[src/rtl/pipe_pkg.sv]
// Shared pipeline definitions: widths, encodings, fetch FSM states and the
// IF/ID payload carried between fetch and decode.
package pipe_pkg;

   localparam int PC_W    = 16;
   localparam int INSTR_W = 16;

   localparam logic [INSTR_W-1:0] NOP_INSTR    = 16'h0800;
   localparam logic [PC_W-1:0]    PC_INC       = 16'd2;
   localparam logic [PC_W-1:0]    RESET_PC_DEF = 16'h0000;

   typedef enum logic [1:0] {
      FETCH  = 2'd0,
      WAIT   = 2'd1,
      DRAIN  = 2'd2,
      HALTED = 2'd3
   } fetch_state_t;

   typedef struct packed {
      logic [INSTR_W-1:0] instr;
      logic [PC_W-1:0]    pc_plus2;
      logic               valid;
   } if_id_t;

   // Empty slot as seen by decode: NOP encoding, zero PC, not valid.
   function automatic if_id_t bubble_payload();
      if_id_t p;
      p.instr    = NOP_INSTR;
      p.pc_plus2 = 16'h0000;
      p.valid    = 1'b0;
      return p;
   endfunction

   // Real instruction paired with the PC of the next sequential instruction.
   function automatic if_id_t make_payload(input logic [INSTR_W-1:0] instr,
                                           input logic [PC_W-1:0]    pc_plus2);
      if_id_t p;
      p.instr    = instr;
      p.pc_plus2 = pc_plus2;
      p.valid    = 1'b1;
      return p;
   endfunction

endpackage

[src/rtl/if_id_reg.sv]
// IF/ID pipeline register. Bubble wins over load; otherwise the contents hold.
module if_id_reg
   import pipe_pkg::*;
(
   input  logic   clk,
   input  logic   rst,
   input  logic   load,
   input  logic   bubble,
   input  if_id_t din,
   output if_id_t dout
);

   if_id_t pay_d;
   if_id_t pay_q;

   // Select bubble, new payload or hold.
   always_comb begin
      pay_d = pay_q;
      if (bubble) begin
         pay_d = bubble_payload();
      end else if (load) begin
         pay_d = din;
      end else begin
         pay_d = pay_q;
      end
   end

   // Payload storage; reset leaves a bubble in decode.
   always_ff @(posedge clk or negedge rst) begin
      if (!rst) begin
         pay_q <= bubble_payload();
      end else begin
         pay_q <= pay_d;
      end
   end

   assign dout = pay_q;

endmodule

[src/rtl/fetch_stage.sv]
// Instruction fetch: owns the PC, runs the imem request/done handshake,
// parks a returning instruction in a one-entry skid while decode is stalled,
// and feeds the IF/ID register.
module fetch_stage
   import pipe_pkg::*;
#(
   parameter logic [PC_W-1:0] RESET_PC = RESET_PC_DEF
)(
   input  logic               clk,
   input  logic               rst,
   input  logic               if_stall,
   input  logic               FD_NOP,
   input  logic               redirect_en,
   input  logic [PC_W-1:0]    redirect_pc,
   input  logic               halt,
   output logic               imem_req,
   output logic [PC_W-1:0]    imem_addr,
   input  logic [INSTR_W-1:0] imem_rdata,
   input  logic               imem_done,
   output logic [INSTR_W-1:0] FD_instr,
   output logic [PC_W-1:0]    FD_pc_plus2,
   output logic               FD_valid,
   output logic               halted
);

   fetch_state_t    state_q, state_d, base_state_s;
   logic [PC_W-1:0] pc_q, pc_d;
   logic [PC_W-1:0] addr_q, addr_d;
   if_id_t          skid_q, skid_d;
   logic            halt_pend_q, halt_pend_d;

   logic            req_s;
   logic            done_s;
   logic            halt_req_s;
   logic [PC_W-1:0] pc_inc_s;
   logic            fd_load_s;
   logic            fd_bubble_s;
   if_id_t          fd_din_s;
   if_id_t          fd_s;

   // Request depends only on state, skid and reset; the address of an
   // outstanding request is frozen in addr_q so a redirect cannot move it.
   always_comb begin
      req_s = 1'b0;
      case (state_q)
         FETCH:   req_s = !skid_q.valid;
         WAIT:    req_s = 1'b1;
         DRAIN:   req_s = 1'b1;
         HALTED:  req_s = 1'b0;
         default: req_s = 1'b0;
      endcase
      req_s = req_s & rst;
   end

   assign imem_req  = req_s;
   assign imem_addr = (state_q == FETCH) ? pc_q : addr_q;
   assign done_s    = imem_done & req_s;
   assign pc_inc_s  = pc_q + PC_INC;
   assign halt_req_s = halt | halt_pend_q;

   // Next state, PC, skid and IF/ID control, in priority order
   // redirect > flush > halt > stall > normal.
   always_comb begin
      pc_d         = pc_q;
      addr_d       = addr_q;
      skid_d       = skid_q;
      halt_pend_d  = halt_pend_q;
      fd_load_s    = 1'b0;
      fd_bubble_s  = 1'b0;
      fd_din_s     = bubble_payload();
      base_state_s = state_q;

      // Plain handshake progression.
      case (state_q)
         FETCH: begin
            addr_d = pc_q;
            if (req_s && !done_s) begin
               base_state_s = WAIT;
            end else begin
               base_state_s = FETCH;
            end
         end
         WAIT: begin
            if (done_s) base_state_s = FETCH;
            else        base_state_s = WAIT;
         end
         DRAIN: begin
            if (done_s) base_state_s = FETCH;
            else        base_state_s = DRAIN;
         end
         HALTED:  base_state_s = HALTED;
         default: base_state_s = FETCH;
      endcase

      // A squashed or halting path must still see its request complete.
      if (state_q == HALTED) begin
         state_d = HALTED;
      end else if (halt_req_s) begin
         if (req_s && !done_s) begin
            state_d     = DRAIN;
            halt_pend_d = 1'b1;
         end else begin
            state_d     = HALTED;
            halt_pend_d = 1'b0;
         end
      end else if (redirect_en && req_s && !done_s) begin
         state_d = DRAIN;
      end else begin
         state_d = base_state_s;
      end

      // Datapath: PC, skid and IF/ID.
      if (redirect_en) begin
         pc_d        = redirect_pc;
         fd_bubble_s = 1'b1;
         skid_d      = bubble_payload();
      end else if (FD_NOP) begin
         fd_bubble_s = 1'b1;
         skid_d      = bubble_payload();
      end else if (halt_req_s) begin
         fd_bubble_s = 1'b1;
         skid_d      = bubble_payload();
      end else if ((state_q == DRAIN) || (state_q == HALTED)) begin
         fd_bubble_s = !if_stall;
      end else if (if_stall) begin
         if (done_s) begin
            skid_d = make_payload(imem_rdata, pc_inc_s);
            pc_d   = pc_inc_s;
         end else begin
            pc_d   = pc_q;
         end
      end else if (skid_q.valid) begin
         fd_load_s = 1'b1;
         fd_din_s  = skid_q;
         skid_d    = bubble_payload();
      end else if (done_s) begin
         fd_load_s = 1'b1;
         fd_din_s  = make_payload(imem_rdata, pc_inc_s);
         pc_d      = pc_inc_s;
      end else begin
         fd_bubble_s = 1'b1;
      end
   end

   // Fetch control state; reset drops any outstanding request.
   always_ff @(posedge clk or negedge rst) begin
      if (!rst) begin
         state_q     <= FETCH;
         pc_q        <= RESET_PC;
         addr_q      <= RESET_PC;
         skid_q      <= bubble_payload();
         halt_pend_q <= 1'b0;
      end else begin
         state_q     <= state_d;
         pc_q        <= pc_d;
         addr_q      <= addr_d;
         skid_q      <= skid_d;
         halt_pend_q <= halt_pend_d;
      end
   end

   if_id_reg u_if_id (
      .clk    (clk),
      .rst    (rst),
      .load   (fd_load_s),
      .bubble (fd_bubble_s),
      .din    (fd_din_s),
      .dout   (fd_s)
   );

   assign FD_instr    = fd_s.instr;
   assign FD_pc_plus2 = fd_s.pc_plus2;
   assign FD_valid    = fd_s.valid;
   assign halted      = (state_q == HALTED);

endmodule

[config.mk]
export PLATFORM = sky130hd
export DESIGN_NAME = fetch_stage
export DESIGN_NICKNAME = d
export VERILOG_FILES = /design/src/rtl/pipe_pkg.sv /design/src/rtl/if_id_reg.sv /design/src/rtl/fetch_stage.sv
export SDC_FILE = /design/constraint.sdc
export NUM_CORES = 1
export LEC_CHECK = 0
export CAP_MARGIN = 20
export CORE_MARGIN = 8
export CORE_UTILIZATION = 40
export DETAILED_ROUTE_END_ITERATION = 8
export HOLD_SLACK_MARGIN = 0.12
export RECOVER_POWER = 25
export SLEW_MARGIN = 20
export SYNTH_ARGS = -nofsm -noshare
export SYNTH_HDL_FRONTEND = slang
export SYNTH_HIERARCHICAL = 1
export SYNTH_SLANG_ARGS = --single-unit
[constraint.sdc]
create_clock -name clk -period 5.1 [get_ports clk]
set_clock_uncertainty 0.05 [all_clocks]
set_input_delay 1.53 -clock clk [delete_from_list [all_inputs] [get_ports clk]]
set_output_delay 1.53 -clock clk [all_outputs]
set_load 0.02 [all_outputs]
# ---- After elaboration in Yosys (flattened, before gate mapping)
# Cells that the tools add are included.
# W data, S select, Z words.
dict set report classes {
  n_eq_ne 9
  mux 48
  reduce_logical 15
  bitwise 4
  addsub 1
}
# cell n
set op_table {}
lappend op_table {{$mux W33} 16}
lappend op_table {{$mux W16} 8}
lappend op_table {{$mux W1} 18}
lappend op_table {{$add A16 B2 Y16 const B} 1}
lappend op_table {{$mux W2} 4}
lappend op_table {{$pmux W2 S3} 1}
lappend op_table {{$ne A5 B1 Y1 const B} 1}
lappend op_table {{$reduce_bool A5 Y1} 1}
lappend op_table {{$eq A2 B2 Y1 const B} 2}
lappend op_table {{$ne A2 B2 Y1 const B} 2}
lappend op_table {{$ne A4 B4 Y1 const B} 1}
lappend op_table {{$reduce_and A2 Y1} 2}
lappend op_table {{$reduce_and A4 Y1} 1}
lappend op_table {{$logic_and A1 B1 Y1} 3}
lappend op_table {{$logic_not A1 Y1} 3}
lappend op_table {{$ne A3 B3 Y1 const B} 1}
lappend op_table {{$pmux W1 S3} 1}
lappend op_table {{$reduce_and A3 Y1} 1}
lappend op_table {{$and A1 B1 Y1} 2}
lappend op_table {{$eq A2 B1 Y1 const B} 1}
lappend op_table {{$logic_not A2 Y1} 1}
lappend op_table {{$ne A2 B1 Y1 const B} 1}
lappend op_table {{$reduce_bool A2 Y1} 1}
lappend op_table {{$reduce_or A2 Y1} 1}
lappend op_table {{3 further kinds} 3}
dict set report word_totals {
  inputBits 39
  wordCells 87
  output_inout_bits 51
  reg_bits 101
}

# ---- Depth between registers and ports, before layout
dict set report depth {
  word_depth 14
  ltp_mapped 14
  ltp_nobuf 8
}

# ---- Modules after synthesis
# The synthesis kept the hierarchy.
# mod seq_area_each_um2 area_per_inst_um2 n_inst cells_each
set by_module_without_submodules {}
lappend by_module_without_submodules {fetch_stage 1702.9 3827.4 1 400}
lappend by_module_without_submodules {if_id_reg 827.0 1372.6 1 107}

# ---- Least setup slack after synthesis
# No wires, ideal clock.
dict set report synth_path {
  path_kind {input port to flip-flop}
  from {in redirect_en}
  to {reg u_if_id.pay_q (netlist bit u_if_id/dout[0])}
  arrival_ns 3.495
  slack_ns 1.434
  required_ns 4.929
  path_buffers 5
  cell_stages 10
  setup_ns 0.121
  cell_sequence {buf_6 or4_4 or3_1 buf_2 clkbuf_1 nor2_1 buf_6 buf_12 mux2i_1 nor2_1}
}
# element line
set synth_rtl {}
lappend synth_rtl {{start, declared} fetch_stage.sv:13} ;# input logic redirect_en,
lappend synth_rtl {{end signal, assigned} if_id_reg.sv:31} ;# pay_q <= bubble_payload();
lappend synth_rtl {{end signal, assigned} if_id_reg.sv:33} ;# pay_q <= pay_d;
lappend synth_rtl {{end, declared} if_id_reg.sv:14} ;# if_id_t pay_q;

# ---- Final worst setup path
dict set report layout_path {
  from {reg state_q[0]}
  to {out imem_addr[10]}
}
dict set report layout_between {
  elab_chain_cells 2
}
# element line
set layout_rtl {}
lappend layout_rtl {{start, declared} fetch_stage.sv:26} ;# fetch_state_t state_q, state_d, base_state_s;
lappend layout_rtl {{start signal, assigned} fetch_stage.sv:154} ;# state_q <= state_d;
lappend layout_rtl {{$logic_not A2 Y1} fetch_stage.sv:56} ;# assign imem_addr = (state_q == FETCH) ? pc_q : addr_q;
lappend layout_rtl {{$mux W16} -}
lappend layout_rtl {{end, declared} fetch_stage.sv:17} ;# output logic [PC_W-1:0] imem_addr,
# Every way passes these cells.

==> results by group <==
Routing
  – Initial DRC Count: 334
  – Via Count: 4,160
  – Final wirelength: 13,600 um
  – Routed vias/inst: 5.56
  – Pre-Repair DR Iteration Count: 5
  – Drt drc: 0
  – Post-route antenna net violation count: 0
  – Wire per inst: 18.2 um

Run
  – Max Cap Viol: 0

Floorplanning
  – Die width: 130 um
  – Die H: 130 um
  – Row count: 41
  – Initial Utilization: 41.0%
  – Core Area: 12,700 um^2
  – I/O pin count: 90
  – Die ar.: 16,900 um^2

Clock tree
  – CTS sink cnt: 101
  – Worst skew pair latency: 0.35 ns
  – Setup Fix Bufs, Post-CTS: 0
  – Hold Buf Count CTS: 0
  – Post-CTS sizing: 0
  – Clock slew at reported path FFs: 0.07 ns
  – Clock Path Buffers: 2
  – H-tree levels: 3
  – Clk root buf: clkbuf_16
  – TritonCTS clock tree: built
  – Num CTS Buffers: 9

Yosys
  – Post-synthesis cell area: 5200 um^2
  – Synth Area per Inst: 10.3 um^2
  – Area contributors post-synth: dfrtp_1 48%, mux2i_1 6.2%, nor2_1 4.0%
  – Area leader, netlist: dfrtp_1
  – Mapped Cells: 507
  – Post-synth EDFFs: 0
  – Seq/Total Area, Yosys: 48.7%
  – Asr flop ratio synth: 100%
  – Post-synth top area share: 47.6%
  – Yosys cell types: 55
  – Syn Nets: 551
  – Prevailing post-synth register cell: dfrtp_1
  – Synth warn: 6
  – #FFs+latches synth: 101

Finish
  – Area delta synth->final: 23.8%
  – Number of inserted diodes: 0
  – Fraction of layout cells with a size suffix above 1: 6.94%
  – Layout Nets: 615
  – Filler-free cell count of the finished design: 748
  – Filler Cell Count: 1,180
  – Final Core Density: 50.8%

Global route
  – Gr ovfl total: 0
  – Initial antenna violation count: 0
  – Largest net degree at the start of global routing: 54
  – Total track usage: 16.9%
  – First-pass GRT wire length: 22,400 um
  – Vias in the first global route: 4,238

Power and ir drop
  – Pwr Total: 0.00166 W
  – VDD IR-drop max: 0.191 mV
  – Cell Pwr Density: 258 nW/um^2
  – LEAKAGE: 2.49 nW

Worst setup path
  – Critical path cell sequence: inv_1 -> ha_1 -> clkbuf_1 -> mux2_1 -> clkdlybuf4s50_1
  – Slowest cell on crit path: clkbuf_1
  – Required @ worst endpoint: 3.52 ns
  – Slowest stage delay, CP: 0.67 ns
  – Crit. End Element: output port
  – CP Launch Type: flip-flop
  – CP Data Arrival Time: 2.72 ns
  – Max FO, Critical Path: 15
  – WS Path Type: flip-flop to output port

Timing
  – Slew HR: 38.6%
  – Final hold slack: 0.419 ns
  – Final hold vios: 0
  – Final Setup Violations: 0
  – Unrepaired setup endpoints after global routing: false
  – Max Fclk: 0.233 GHz
  – Worst Tran Pin Value: 0.914 ns
  – Fin. max-slew vios: 0
  – Final Cycle Share: 84.2%
  – Tmin final: 4.30 ns
  – Fin Setup TNS: 0 ns

Place
  – IO Port Bufs: 89
  – Placed Cells: 732
  – GPL Wtd Cong: 0.839
  – Hpwl dp: 9290 um

Min path
  – Tightest Hold Check Type: flip-flop to flip-flop

Status
  – Status: complete, no violations
[synthesized netlist by cell type, types with 5 or more instances]
library cell / count
a22o_1: 17
inv_1: 11
nand2_1: 30
o31ai_1: 8
mux2i_1: 32
ha_1: 5
clkbuf_1: 26
and3_1: 6
xnor2_1: 7
dfrtp_1: 99
nand4_1: 9
nand3_1: 13
buf_2: 10
o21ai_0: 8
mux2_2: 17
nand3b_1: 17
or4_1: 9
nor3_1: 6
a31oi_1: 11
nor2_1: 56
nor4_1: 5
a21oi_1: 26
o2bb2ai_1: 22
[placed cells by master (no fill, tap or decap), types with 9 or more instances in the layout]
master and instances:
dfrtp_1 99, clkdlybuf4s50_1 88, nor2_1 55, mux2i_1 32, nand2_1 30, a21oi_1 25
o2bb2ai_1 22, nand3b_1 17, a22o_1 17, mux2_1 14, nand3_1 13, inv_1 11
a31oi_1 11, nand4_1 9, or4_1 9, clkbuf_16 9, buf_4 9
[cell type report]
cell class | instances | area (um^2) | area share [%]
clock inverter | 5 | 61.3 | 0.952
inverter | 11 | 41.3 | 0.641
tap | 172 | 215 | 3.34
clock buffer | 11 | 243 | 3.77
multi-input combinational | 349 | 2390 | 37.1
sequential | 101 | 2530 | 39.3
timing repair buffer | 99 | 960 | 14.9
[report_power, final]
part           internal (W)  switching [W]
registers          0.000812      0.0000240
clock network      0.000395       0.000304
logic             0.0000553      0.0000686
[final timing paths]
path / start / end / slack [ns] / depth (start not counted)
worst max register to register: state_q[0]$_DFF_PN0_ / u_if_id/dout[28]$_DFFE_PN1P_ / 2.50 / 7
worst max-delay path: state_q[0]$_DFF_PN0_ / imem_addr[10] / 0.80 / 5
worst min register to register: skid_q[28]$_DFFE_PN1P_ / skid_q[28]$_DFFE_PN1P_ / 0.42 / 2
min in group asynchronous: rst / u_if_id/dout[1]$_DFFE_PN0P_ / 1.29 / 2
max in group asynchronous: rst / addr_q[0]$_DFF_PN0_ / 2.56 / 3
worst min-delay path: skid_q[28]$_DFFE_PN1P_ / skid_q[28]$_DFFE_PN1P_ / 0.42 / 2
[critical path, delay by kind of cell (launching register included)]
family | cells | cell delay (ns)
buffers and inverters | 3 | 1.31
multiplexers | 1 | 0.42
flip-flops | 1 | 0.40
adder cells (fa/ha/maj) | 1 | 0.24
[logic make-up after synthesis]
group,Yosys count,synth area share (%)
adder cells (fa/ha/maj),5,1.20
AND/OR/NAND/NOR,174,17.4
AO/OA/AOI/OAI,110,15.3
XOR/XNOR,11,1.85
buffers and inverters,57,5.73
flip-flops,101,48.7
multiplexers,49,9.84
[registers in the layout, summed over array words and instances, names as in the netlist]
register / cells
skid_q: 33
u_if_id/dout: 33
addr_q: 16
halt_pend_q: 1
state_q: 2
pc_q: 16
[metal layers]
| metal | wire (um) | share of wire (%) | GRT usage (%) |
|---|---|---|---|
| met1 | 6040 | 44 | 20.8 |
| met5 | 0 | 0 | 0 |
| met4 | 172 | 1.3 | 4.71 |
| met3 | 692 | 5.1 | 4.73 |
| met2 | 6720 | 49 | 28.4 |
[metrics by stage]
step | cell area (um^2) | worst slack, ns
2_1_floorplan | 5200 | 1.43
3_3_place_gp | 6140 | 1.03
3_5_place_dp | 6140 | 0.997
4_1_cts | 6440 | 1.06
5_1_grt | 6440 | 0.618
6_report | 6440 | 0.805
(Power assumes the default switching activity.)
